## config.mk

```make
export PLATFORM = sky130hd
export DESIGN_NAME = demux_scheduler_flat
export DESIGN_NICKNAME = d
export VERILOG_FILES = /design/src/rtl/demux_scheduler_if.sv /design/src/rtl/demux_scheduler.sv /design/src/flat_wrapper.sv
export SDC_FILE = /design/constraint.sdc
export NUM_CORES = 1
export LEC_CHECK = 0
export CORE_ASPECT_RATIO = 1.4
export CORE_MARGIN = 2
export CORE_UTILIZATION = 40
export CTS_BUF_LIST = sky130_fd_sc_hd__clkbuf_4 sky130_fd_sc_hd__clkbuf_8 sky130_fd_sc_hd__clkbuf_16
export CTS_CLUSTER_SIZE = 30
export DETAILED_ROUTE_END_ITERATION = 10
export PLACE_DENSITY = 0.75
export RECOVER_POWER = 50
export SLEW_MARGIN = 20
export SYNTH_ARGS = -nofsm -noshare
export SYNTH_HDL_FRONTEND = slang
export SYNTH_SLANG_ARGS = --single-unit
```

## constraint.sdc

```tcl
create_clock -name clk -period 1.6 [get_ports clk]
set_input_delay 0.24 -clock clk [delete_from_list [all_inputs] [get_ports clk]]
set_output_delay 0.24 -clock clk [all_outputs]
set_load 0.05 [all_outputs]
```

## src/rtl/demux_scheduler_if.sv

```systemverilog
// =============================================================================
//  Module   : demux_scheduler_if
//  Brief    : Input word stream and per-lane output bus of demux_scheduler.
//  Revision : 1.0  initial release
// =============================================================================
`default_nettype none

interface demux_scheduler_if #(
    parameter int DATA_WIDTH = 8,
    parameter int N          = 4
) ();
    logic [DATA_WIDTH-1:0]   in_data;
    logic                    in_valid;
    logic                    in_ready;
    logic [N*DATA_WIDTH-1:0] out_data;
    logic [N-1:0]            out_valid;
    logic [N-1:0]            out_ready;

    modport master (
        output in_data, in_valid, out_ready,
        input  in_ready, out_data, out_valid
    );

    modport slave (
        input  in_data, in_valid, out_ready,
        output in_ready, out_data, out_valid
    );
endinterface

`default_nettype wire

```

## src/rtl/demux_scheduler.sv

```systemverilog
// =============================================================================
//  Module   : demux_scheduler
//  Brief    : Round-robin demultiplexer of one word stream onto N one-entry
//             lane buffers. Define DEMUX_SCHED_SKIP_EN to let the pointer skip
//             over full lanes instead of stalling on them.
//  Revision : 1.0  initial release
// =============================================================================
`default_nettype none

module demux_scheduler #(
    parameter int DATA_WIDTH = 8,
    parameter int N          = 4,
    parameter int SEL_WIDTH  = $clog2(N)
) (
    input  logic                 clk,
    input  logic                 rst_n,
    input  logic                 en,
    input  logic                 flush,
    demux_scheduler_if.slave     bus,
    output logic [SEL_WIDTH-1:0] sel,
    output logic                 round_done,
    output logic [1:0]           state
);

    typedef enum logic [1:0] {
        ST_IDLE  = 2'd0,
        ST_RUN   = 2'd1,
        ST_DRAIN = 2'd2
    } state_t;

    state_t                state_q, state_d;
    logic [SEL_WIDTH-1:0]  sel_q, sel_d;
    logic                  round_done_q, round_done_d;
    logic [N-1:0]          lane_valid_q, lane_valid_d;
    logic [DATA_WIDTH-1:0] lane_data_q [N];
    logic [DATA_WIDTH-1:0] lane_data_d [N];

    logic [N-1:0]          lane_ready;
    logic [N-1:0]          lane_free;
    logic [SEL_WIDTH-1:0]  target;
    logic                  target_ok;
    logic                  in_ready;
    logic                  accept;
    logic                  target_last;

    // Lane-indexed bits on the bus are MSB-first, matching the out_data packing.
    for (genvar j = 0; j < N; j++) begin : g_lane
        assign lane_ready[j]         = bus.out_ready[N-1-j];
        assign bus.out_valid[N-1-j]  = lane_valid_q[j];
        assign bus.out_data[N*DATA_WIDTH-1-j*DATA_WIDTH -: DATA_WIDTH] = lane_data_q[j];
    end

    // A lane can take a word if empty or being emptied on this very edge.
    assign lane_free = ~lane_valid_q | lane_ready;

`ifdef DEMUX_SCHED_SKIP_EN
    always_comb begin : p_target
        int idx;
        target    = sel_q;
        target_ok = 1'b0;
        idx       = 0;
        // Walk offsets downwards so the nearest free lane from sel wins.
        for (int k = N - 1; k >= 0; k--) begin
            idx = (int'(sel_q) + k) % N;
            if (lane_free[idx]) begin
                target    = SEL_WIDTH'(idx);
                target_ok = 1'b1;
            end
        end
    end
`else
    always_comb begin : p_target
        target    = sel_q;
        target_ok = lane_free[sel_q];
    end
`endif

    assign target_last = (target == SEL_WIDTH'(N - 1));
    assign in_ready    = rst_n && !flush && (state_q == ST_RUN) && target_ok;
    assign accept      = bus.in_valid && in_ready;

    always_comb begin : p_next
        state_d      = state_q;
        sel_d        = sel_q;
        round_done_d = 1'b0;
        lane_valid_d = lane_valid_q & ~lane_ready;
        for (int j = 0; j < N; j++) begin
            lane_data_d[j] = lane_data_q[j];
        end

        if (flush) begin
            lane_valid_d = '0;
            sel_d        = '0;
        end else begin
            case (state_q)
                ST_IDLE: begin
                    if (en) state_d = ST_RUN;
                end
                ST_RUN: begin
                    if (!en) state_d = ST_DRAIN;
                end
                ST_DRAIN: begin
                    if (en)                      state_d = ST_RUN;
                    else if (lane_valid_q == '0) state_d = ST_IDLE;
                end
                default: state_d = ST_IDLE;
            endcase

            if (accept) begin
                lane_valid_d[target] = 1'b1;
                lane_data_d[target]  = bus.in_data;
                sel_d                = target_last ? '0 : target + SEL_WIDTH'(1);
                round_done_d         = target_last;
            end
        end
    end

    always_ff @(posedge clk) begin : p_regs
        if (!rst_n) begin
            state_q      <= ST_IDLE;
            sel_q        <= '0;
            round_done_q <= 1'b0;
            lane_valid_q <= '0;
            for (int j = 0; j < N; j++) begin
                lane_data_q[j] <= '0;
            end
        end else begin
            state_q      <= state_d;
            sel_q        <= sel_d;
            round_done_q <= round_done_d;
            lane_valid_q <= lane_valid_d;
            for (int j = 0; j < N; j++) begin
                lane_data_q[j] <= lane_data_d[j];
            end
        end
    end

    assign bus.in_ready = in_ready;
    assign sel          = sel_q;
    assign round_done   = round_done_q;
    assign state        = state_q;

endmodule

`default_nettype wire
```

## src/flat_wrapper.sv

```systemverilog
// flat-port wrapper written by rule: the top's interface ports become plain ports
module demux_scheduler_flat 
#(
    parameter int DATA_WIDTH = 8,
    parameter int N          = 4,
    parameter int SEL_WIDTH  = $clog2(N)
)
  (clk, rst_n, en, flush, sel, round_done, state, bus_in_data, bus_in_valid, bus_out_ready, bus_in_ready, bus_out_data, bus_out_valid);
  demux_scheduler_if #(.DATA_WIDTH(DATA_WIDTH), .N(N)) bus_i ();
  input  logic clk;
  input  logic rst_n;
  input  logic en;
  input  logic flush;
  output logic [SEL_WIDTH-1:0] sel;
  output logic round_done;
  output logic [1:0] state;
  input wire logic [$bits(bus_i.in_data)-1:0] bus_in_data;
  input wire logic [$bits(bus_i.in_valid)-1:0] bus_in_valid;
  input wire logic [$bits(bus_i.out_ready)-1:0] bus_out_ready;
  output wire logic [$bits(bus_i.in_ready)-1:0] bus_in_ready;
  output wire logic [$bits(bus_i.out_data)-1:0] bus_out_data;
  output wire logic [$bits(bus_i.out_valid)-1:0] bus_out_valid;
  assign bus_i.in_data = bus_in_data;
  assign bus_i.in_valid = bus_in_valid;
  assign bus_i.out_ready = bus_out_ready;
  assign bus_in_ready = bus_i.in_ready;
  assign bus_out_data = bus_i.out_data;
  assign bus_out_valid = bus_i.out_valid;
  demux_scheduler #(.DATA_WIDTH(DATA_WIDTH), .N(N), .SEL_WIDTH(SEL_WIDTH)) u_core (.clk(clk), .rst_n(rst_n), .en(en), .flush(flush), .bus(bus_i), .sel(sel), .round_done(round_done), .state(state));
endmodule
```

After elaboration in Yosys (flattened, before gate mapping):

Memory sizes are Yosys's and may differ from the RTL's.
Index checks and enable logic that the tools add are counted.

* logic and storage cells: 63
* input port bits: 17
* memories kept: 1
* bits in writable memories: 32
* register bits: 9
* output and inout port bits: 42

* $add $sub $neg: 1
* reductions and logical operators: 12
* mux-type cells: 22
* equality and inequality tests: 6
* magnitude comparators: 4
* bitwise gates (word level): 13

Memories
* u_core.lane_data_q: words 4, bits a word 8, rd ports 4, clocked after Yosys merged registers in 0, write ports 4, line demux_scheduler.sv:35 `logic [DATA_WIDTH-1:0] lane_data_q [N];`

Operators by type and width (number)
* two-way mux 32 bit: 2
* two-way mux 8 bit: 5
* bitwise mux 32 bit: 1
* demux 8 bit (select 2 bit): 1
* two-way mux 2 bit: 5
* NOT 4 bit: 2
* OR 4 bit: 2
* logical AND 1 bit: 6
* case mux 2 bit (3 select lines): 1
* AND 4 bit: 1
* equality test 2 bit, second input constant: 2
* zero test 4 bit: 1
* two-way mux 1 bit: 4
* two-way mux 4 bit: 1
* inequality test 2 bit, second input constant: 2
* OR 1 bit: 4
* AND reduction 4 bit: 1
* greater-or-equal comparator 3 bit, second input constant: 1
* < comparator 2 x 3 -> 1 bit, second input constant: 1
* < comparator 3 x 1 -> 1 bit, second input constant: 1
* inequality test 3 x 2 -> 1 bit, second input constant: 1
* NOT 1 bit: 3
* NOT 2 -> 3 bit: 1
* OR reduction 3 bit: 1
* 8 further kinds: 8

Depth between registers and ports, before layout:

Gate-level depths: netlist of the first run.

* depth after elaboration: 9
* depth in mapped cells: 5
* gate-level depth less buffers: 4

Worst setup path before layout of the first run:

OpenSTA, ideal clock, no wires.

* path type: register -> register
* start: reg u_core.sel_q[1] (netlist: u_core.sel[1])
* end: reg u_core.sel_q[0] (netlist: u_core.sel[0])
* data required time: 1.530 ns
* setup time: 0.070 ns
* path slack: -0.325 ns
* period minus slack after synthesis: 1.925 ns
* arrival: 1.855 ns
* cell stages (with the launch flop): 5
* buffers on the path: 0
* cell sequence: dfxtp_1 -> inv_2 -> mux4_2 -> or4_1 -> a21oi_1

* longest elaborated chain between the ends: 4
* elaborated cells between the ends (all ways): 6
* classes of those cells: eq/ne: 1; mux: 3; reduce/logical: 2

Ends and longest elaborated chain
* start: declaration: line demux_scheduler.sv:32 `logic [SEL_WIDTH-1:0] sel_q, sel_d;`
* start signal: assignment: line demux_scheduler.sv:129 `sel_q <= sel_d;`
* binary-select mux 1 bit (select 2 bit): line demux_scheduler.sv:74 `target_ok = lane_free[sel_q];`
* two-way mux 1 bit (implied by the code): line demux_scheduler.sv:74
* logical AND 1 bit: line demux_scheduler.sv:79 `assign in_ready = rst_n && !flush && (state_q == ST_RUN) && target_ok;`
* logical AND 1 bit: line demux_scheduler.sv:80 `assign accept = bus.in_valid && in_ready;`

Several ways; a longest one is shown, not always the timed one. The select of a mux whose other input is x is not followed.
A chain may end at the register's enable or synchronous reset.

Worst setup path after layout of the first run:

* start: reg u_core.lane_valid_q[0]
* end: out bus_in_ready

* longest elaborated chain between the ends: 5

Ends and longest elaborated chain
* start: declaration: line demux_scheduler.sv:34 `logic [N-1:0] lane_valid_q, lane_valid_d;`
* start signal: assignment: line demux_scheduler.sv:131 `lane_valid_q <= lane_valid_d;`
* NOT 4 bit: line demux_scheduler.sv:54 `assign lane_free = ~lane_valid_q | lane_ready;`
* OR 4 bit: line demux_scheduler.sv:54
* binary-select mux 1 bit (select 2 bit): line demux_scheduler.sv:74
* two-way mux 1 bit (implied by the code): line demux_scheduler.sv:74
* logical AND 1 bit: line demux_scheduler.sv:79
* end: declaration: line flat_wrapper.sv:20 `output wire logic [$bits(bus_i.in_ready)-1:0] bus_in_ready;`

No other way between the ends. The select of a mux whose other input is x is not followed.

==> results of run 1 <==
[power breakdown]
group	internal (mW)	switching, mW
Sequential	1.02	0.00375
Clock	0.391	0.344
Combinational	0.0608	0.0643
[path summary, 6_finish.rpt]
check                                         startpoint                                     end  slack [ps]
hold / removal                          bus_out_ready[0]       u_core.lane_valid_q[3]$_SDFF_PP0_         400
setup / recovery       u_core.lane_valid_q[0]$_SDFF_PP0_                            bus_in_ready        -150
setup reg to reg       u_core.lane_valid_q[0]$_SDFF_PP0_              u_core.sel[0]$_SDFFE_PP0P_         -90
hold reg to reg   u_core.lane_data_q[0][25]$_SDFFE_PN0P_  u_core.lane_data_q[0][25]$_SDFFE_PN0P_         460
[critical path, stage by stage (launching register included)]
cell	delay, ps
dfxtp_4	370
nand2b_4	50
mux4_2	500
and2_4	170
buf_12	140
[placed cells by master, fill, tap and decap left out, drive strengths merged]
cell type       n
a21oi           5
nand2b          5
clkbuf         29
dlygate4sd2     4
nor4            1
inv             3
a21boi          1
nor2b           4
or4             1
nand2          44
clkinv          1
o21ai           5
clkdlybuf4s50  12
buf            41
mux2i          32
and2            2
dfxtp          41
or4b            1
nand4           5
and4bb          1
mux4            2
nor3            1
ha              4
[logic make-up after synthesis]
family / count (synthesis)
compound gates: 11
fa+ha+maj: 4
buf+inv: 12
flops: 41
mux: 34
simple gates: 65
[layout make-up]
class / count / area share, %
clock buffers: 6 / 3.79
clock inverters: 1 / 0.202
inverters: 3 / 0.556
multi-input cells: 114 / 33.2
flip-flops and latches: 41 / 34.1
well taps: 43 / 2.17
repair buffers: 80 / 26.0
[what timing repair did]
action                                  in CTS  in global routing
pin swaps                                    4                  0
cloned                                       1                  0
endpoints found under the setup margin      36                 38
resized for setup                           13                  6
setup buffers                                3                  3
hold buffers                                 0                  0
[sequential cells by signal (all words and copies together), names as in the netlist]
register	cells
u_core.lane_data_q	32
u_core.state	2
u_core.round_done	1
u_core.lane_valid_q	4
u_core.sel	2
[layer usage]
metal | GRT usage, % | vias to the layer above | routed length [um]
li1 | - | 720 | -
met3 | 6.28 | 9 | 300
met4 | 7.95 | 0 | 99
met2 | 29.6 | 47 | 1930
met1 | 20.6 | 645 | 1580
met5 | 0 | - | 0
==> summary.md, run 1 <==
| Metric | Value |
|---|---|
| Outcome | `finished with violations` |
| Violated checks | `setup timing` |
| Final worst slack | `-154 ps` |
| Worst VDD drop | `0.694 mV` |
| Reported max-cap violation count | `0` |
| Hold Path Stages | `3` |
| Die X | `58.6 um` |
| Starting density of the core | `42.2%` |
| Aggregate global-route resource usage | `17.9%` |
| Final Cycle Share | `110%` |
| Max Freq | `570 MHz` |
| Register area share after synthesis | `49.2%` |
| Pwr Total | `1.88 mW` |
| Commonest cells in the netlist | `nand2_1, dfxtp_1, mux2i_1` |
| # setup viols final | `29` |
| Largest family of logic cells by synthesized area | `multiplexers` |
| Multi-input logic area | `823 um^2` |
| Final Slew Violations | `0` |
| Die Y | `80.4 um` |
| Worst Skew | `6.85 ps` |
| Post-synthesis register bit count | `41` |
| Post-Synth XOR/XNOR Area | `0%` |
| Antenna-violating nets left | `0` |
| CTS Root Buffer Type | `clkbuf_8` |
| Placer Congestion | `0.801` |
| Final hold slack | `399 ps` |
| Synth Area in Compound Gates | `3.45%` |
| Hold Path Class | `input port to register` |
| Post-placement cell area | `2330 um^2` |
| Reg clk slew, reported paths | `70 ps` |
| Netlist Area Pre-Place | `1670 um^2` |
| Util after Layout | `62.6%` |
| Top cell type's share of synthesized area | `49.2%` |
| Slew HR | `58.3%` |
| Adder-cell share of the synthesized area | `3.00%` |
| Critical path launch point type | `register` |
| CTS tree | `built` |
| Vias in the first global route | `1,401` |
| Main synth FF type | `dfxtp_1` |
| Fillers | `339` |
| Reg2Reg Depth | `5` |
| Post-synth net total | `188` |
| DR pass1 iterations | `4` |
| DR WL/cell | `13.6 um` |
| Post-synthesis mux area share | `21.9%` |
| Synth-to-layout area growth | `48.5%` |
| First-pass GRT wire length | `6.39 mm` |
| Longest Clk Path Bufs | `2` |
| Slew @ Worst Pin | `629 ps` |
| Post-Synth Simple-Gate Area | `18.4%` |
| DRC | `0` |
| Row cnt | `27` |
| Syn Area/Cell | `9.99 um^2` |
| Post-Syn Instances | `167` |
| Yosys Warn Count | `0` |
| PwrDens | `759 nW/um^2` |
| H-tree levels | `2` |
| Routed wire length | `3.91 mm` |
| EDFF count, synth | `0` |
| Remaining global-route overflow | `0` |
| Die area | `4710 um^2` |
| CP required | `1360 ps` |
| Post-synth top area cell | `dfxtp_1` |
| Layout cells sized above 1 | `28.2%` |
| Core Area | `3950 um^2` |
| Clock Sinks | `41` |
| Max Fanout on Critical Path | `3` |
| First DRT Iteration DRCs | `38` |
| Final Cell Area | `2480 um^2` |
| Tmin final | `1750 ps` |
| Top-Level Pins | `59` |
| Setup_tns | `-1270 ps` |
| Fin cells | `288` |
| P_leak | `1.21 nW` |
| RSZ-0062 raised after global routing | `yes` |
| Final Hold Vio Count | `0` |
| Initial antenna violation count | `0` |
| Crit path DAT | `1510 ps` |
| Share of synthesized registers carrying an async set or reset | `0%` |
| Library cells used by synthesis | `23` |
| Most numerous cell in the Yosys netlist | `nand2_1` |
| Final nets | `266` |
| Worst skew pair latency | `290 ps` |
| Synth area leaders | `dfxtp_1, mux2i_1, nand2_1` |
| Largest net degree at the start of global routing | `44` |
| Via-per-instance ratio | `4.93` |
| Via total after detailed routing | `1,421` |
| CTS Buf Count | `5` |
| Inst Count DP | `274` |
| I/O Buffers | `58` |
| Setup CP Type | `register to output pin` |
| Diodes inserted | `0` |
| Pre-CTS WS | `-403 ps` |
| HPWL after DPL | `2.73 mm` |
| Register area | `843 um^2` |
| Critical Path End Type | `output pin` |
(Power assumes the default switching activity.)
==> inputs of run 2 (changes only) <==
--- a/config.mk
+++ b/config.mk
@@ -5,15 +5,18 @@
 export SDC_FILE = /design/constraint.sdc
 export NUM_CORES = 1
 export LEC_CHECK = 0
+export CAP_MARGIN = 5
 export CORE_ASPECT_RATIO = 1.4
 export CORE_MARGIN = 2
-export CORE_UTILIZATION = 40
+export CORE_UTILIZATION = 55
 export CTS_BUF_LIST = sky130_fd_sc_hd__clkbuf_4 sky130_fd_sc_hd__clkbuf_8 sky130_fd_sc_hd__clkbuf_16
 export CTS_CLUSTER_SIZE = 30
 export DETAILED_ROUTE_END_ITERATION = 10
-export PLACE_DENSITY = 0.75
+export DONT_BUFFER_PORTS = 1
+export PLACE_DENSITY = 0.73
 export RECOVER_POWER = 50
 export SLEW_MARGIN = 20
 export SYNTH_ARGS = -nofsm -noshare
 export SYNTH_HDL_FRONTEND = slang
 export SYNTH_SLANG_ARGS = --single-unit
+export TNS_END_PERCENT = 20
==> run 2 against run 1 <==
The flow still finishes with violations (setup timing). Clock skew rose by 1.3 ps. Flip-flop and latch count did not move. Setup slack improved by 63 ps. Register-to-register slack improved by 30 ps. Fmax rose by 3.7%. Non-clock buffer count fell by 60. Largest cell class unchanged. Die area fell by 26%. Sequential power barely moved.
==> summary.md, run 2 (synthesized netlist as in run 1, its figures left out) <==
| Metric | Value |
|---|---|
| First DRT Iteration DRCs | `7 (-82%)` |
| Slowest-stage cell, CP | `mux4_2` |
| Top-Level Pins | `59 (unchanged)` |
| Worst VDD drop | `0.849 mV (+22%)` |
| Die Y | `69.2 um (-14%)` |
| CTS tree | `built` |
| Worst skew pair latency | `300 ps (about the same)` |
| Final Cell Area | `1990 um^2 (-20%)` |
| Critical path, cell by cell | `inv_4 -> mux4_2 -> and2_4` |
| P_leak | `0.945 nW (-22%)` |
| Final Cycle Share | `106% (-3.9 points)` |
| Hold Path Class | `input port to register` |
| DR pass1 iterations | `4 (unchanged)` |
| Remaining global-route overflow | `0 (unchanged)` |
| Synth-to-layout area growth | `19.2%` |
| Initial antenna violation count | `0 (unchanged)` |
| Final hold slack | `70.8 ps (-328 ps)` |
| Max Fanout on Critical Path | `3 (unchanged)` |
| Vias in the first global route | `1,284 (-8.4%)` |
| Starting density of the core | `58.0% (+16 points)` |
| HPWL after DPL | `2.60 mm (-4.6%)` |
| Routed wire length | `3.65 mm (-6.6%)` |
| CTS Root Buffer Type | `clkbuf_8` |
| Core Area | `2880 um^2 (-27%)` |
| Critical Path End Type | `output pin` |
| Reg clk slew, reported paths | `80 ps (about the same)` |
| Most common cell after layout, fill and taps aside | `nand2_1` |
| Antenna-violating nets left | `0 (unchanged)` |
| I/O Buffers | `0 (-100%)` |
| Final nets | `206 (-23%)` |
| Setup_tns | `-457 ps (+815 ps)` |
| Reg with most FFs | `u_core.lane_data_q` |
| Crit path DAT | `1450 ps (-60 ps)` |
| First-pass GRT wire length | `5.98 mm (-6.5%)` |
| Max reg flops | `32 (unchanged)` |
| # setup viols final | `19 (-34%)` |
| Post-placement cell area | `1820 um^2 (-22%)` |
| Outcome | `finished with violations` |
| Row cnt | `23 (-15%)` |
| Largest net degree at the start of global routing | `45 (+2.3%)` |
| Final Slew Violations | `0 (unchanged)` |
| DR WL/cell | `16.4 um (+21%)` |
| CTS Buf Count | `5 (unchanged)` |
| Die X | `50.5 um (-14%)` |
| Multi-input logic area | `808 um^2 (-1.8%)` |
| CP required | `1360 ps (about the same)` |
| Reported max-cap violation count | `0 (unchanged)` |
| Placer Congestion | `0.711 (-11%)` |
| Worst path top cell family by delay | `multiplexers` |
| PwrDens | `1000 nW/um^2 (+32%)` |
| Slew @ Worst Pin | `673 ps (+44.2 ps)` |
| Diodes inserted | `0 (unchanged)` |
| Aggregate global-route resource usage | `23.0% (+5.0 points)` |
| CP peak stage delay | `520 ps (+20 ps)` |
| Final Hold Vio Count | `0 (unchanged)` |
| DRC | `0 (unchanged)` |
| Via total after detailed routing | `1,219 (-14%)` |
| Die area | `3500 um^2 (-26%)` |
| Tmin final | `1690 ps (-63.0 ps)` |
| Fillers | `242 (-29%)` |
| Register area | `842 um^2 (-0.15%)` |
| Setup CP Type | `register to output pin` |
| CTS Hold Bufs | `0 (unchanged)` |
| Via-per-instance ratio | `5.47 (+11%)` |
| Violated checks | `setup timing` |
| H-tree levels | `2 (unchanged)` |
| RSZ-0062 raised after global routing | `yes` |
| Worst Skew | `8.16 ps (+1.31 ps)` |
| Critical path launch point type | `register` |
| Top flop regs | `u_core.lane_data_q (32), u_core.lane_valid_q (4)` |
| Layout cells sized above 1 | `21.0% (-7.2 points)` |
| Max Freq | `591 MHz (+3.7%)` |
| Longest Clk Path Bufs | `2 (unchanged)` |
| Clock Sinks | `41 (unchanged)` |
| Commonest cells after routing, fill and taps aside | `nand2_1, dfxtp_1, mux2i_1, clkbuf_1, buf_4` |
| Slew HR | `55.1% (-3.1 points)` |
| Final worst slack | `-90.8 ps (+63.0 ps)` |
| WP buf/inv | `1 (unchanged)` |
## run 2: power breakdown
group,switching [mW],internal (mW)
Clock,0.360,0.557
Sequential,0.00875,1.02
Combinational,0.0323,0.0175
## run 2: timing repair
action                                  4_1_cts  5_1_grt
cloned                                        0        0
setup buffers                                 3        1
pin swaps                                     1        2
gates resized for setup                       1        9
endpoints found under the setup margin        5       38
## run 2: worst paths after layout
kind / slack (ps) / start / cells past startpoint / endpoint
hold reg to reg: 480 / u_core.lane_data_q[0][30]$_SDFFE_PN0P_ / 2 / u_core.lane_data_q[0][30]$_SDFFE_PN0P_
setup / recovery: -90 / u_core.sel[1]$_SDFFE_PP0P_ / 3 / bus_in_ready
hold / removal: 70 / rst_n / 1 / u_core.state[0]$_SDFFE_PN0P_
setup reg to reg: -60 / u_core.sel[1]$_SDFFE_PP0P_ / 5 / u_core.sel[0]$_SDFFE_PP0P_
## run 2: final cells by class
class,count,share of cell area (%)
Sequential cell,41,42.4
Multi-Input combinational cell,114,40.7
Timing Repair Buffer,20,7.49
Clock buffer,6,4.72
Tap cell,37,2.33
Clock inverter,2,1.76
Inverter,3,0.692
## run 2: through the flow
step	total power [mW]	instances	setup slack, ps	utilization [%]
floorplan	1.10	167	24.8	-
global placement	1.09	211	68.2	63.1
detailed placement	1.10	211	-7.04	63.1
CTS	2.00	222	-79.5	68.4
global route	2.05	223	-127	69.1
finish	1.99	223	-90.8	69.1
## run 2: layer usage
| metal | vias up | track usage, % | share of wire, % |
|---|---|---|---|
| met5 | - | 0 | 0 |
| met4 | 0 | 10.8 | 2.0 |
| met3 | 6 | 9.52 | 8.2 |
| met2 | 40 | 38.7 | 52 |
| met1 | 574 | 24.1 | 38 |
| li1 | 599 | - | - |
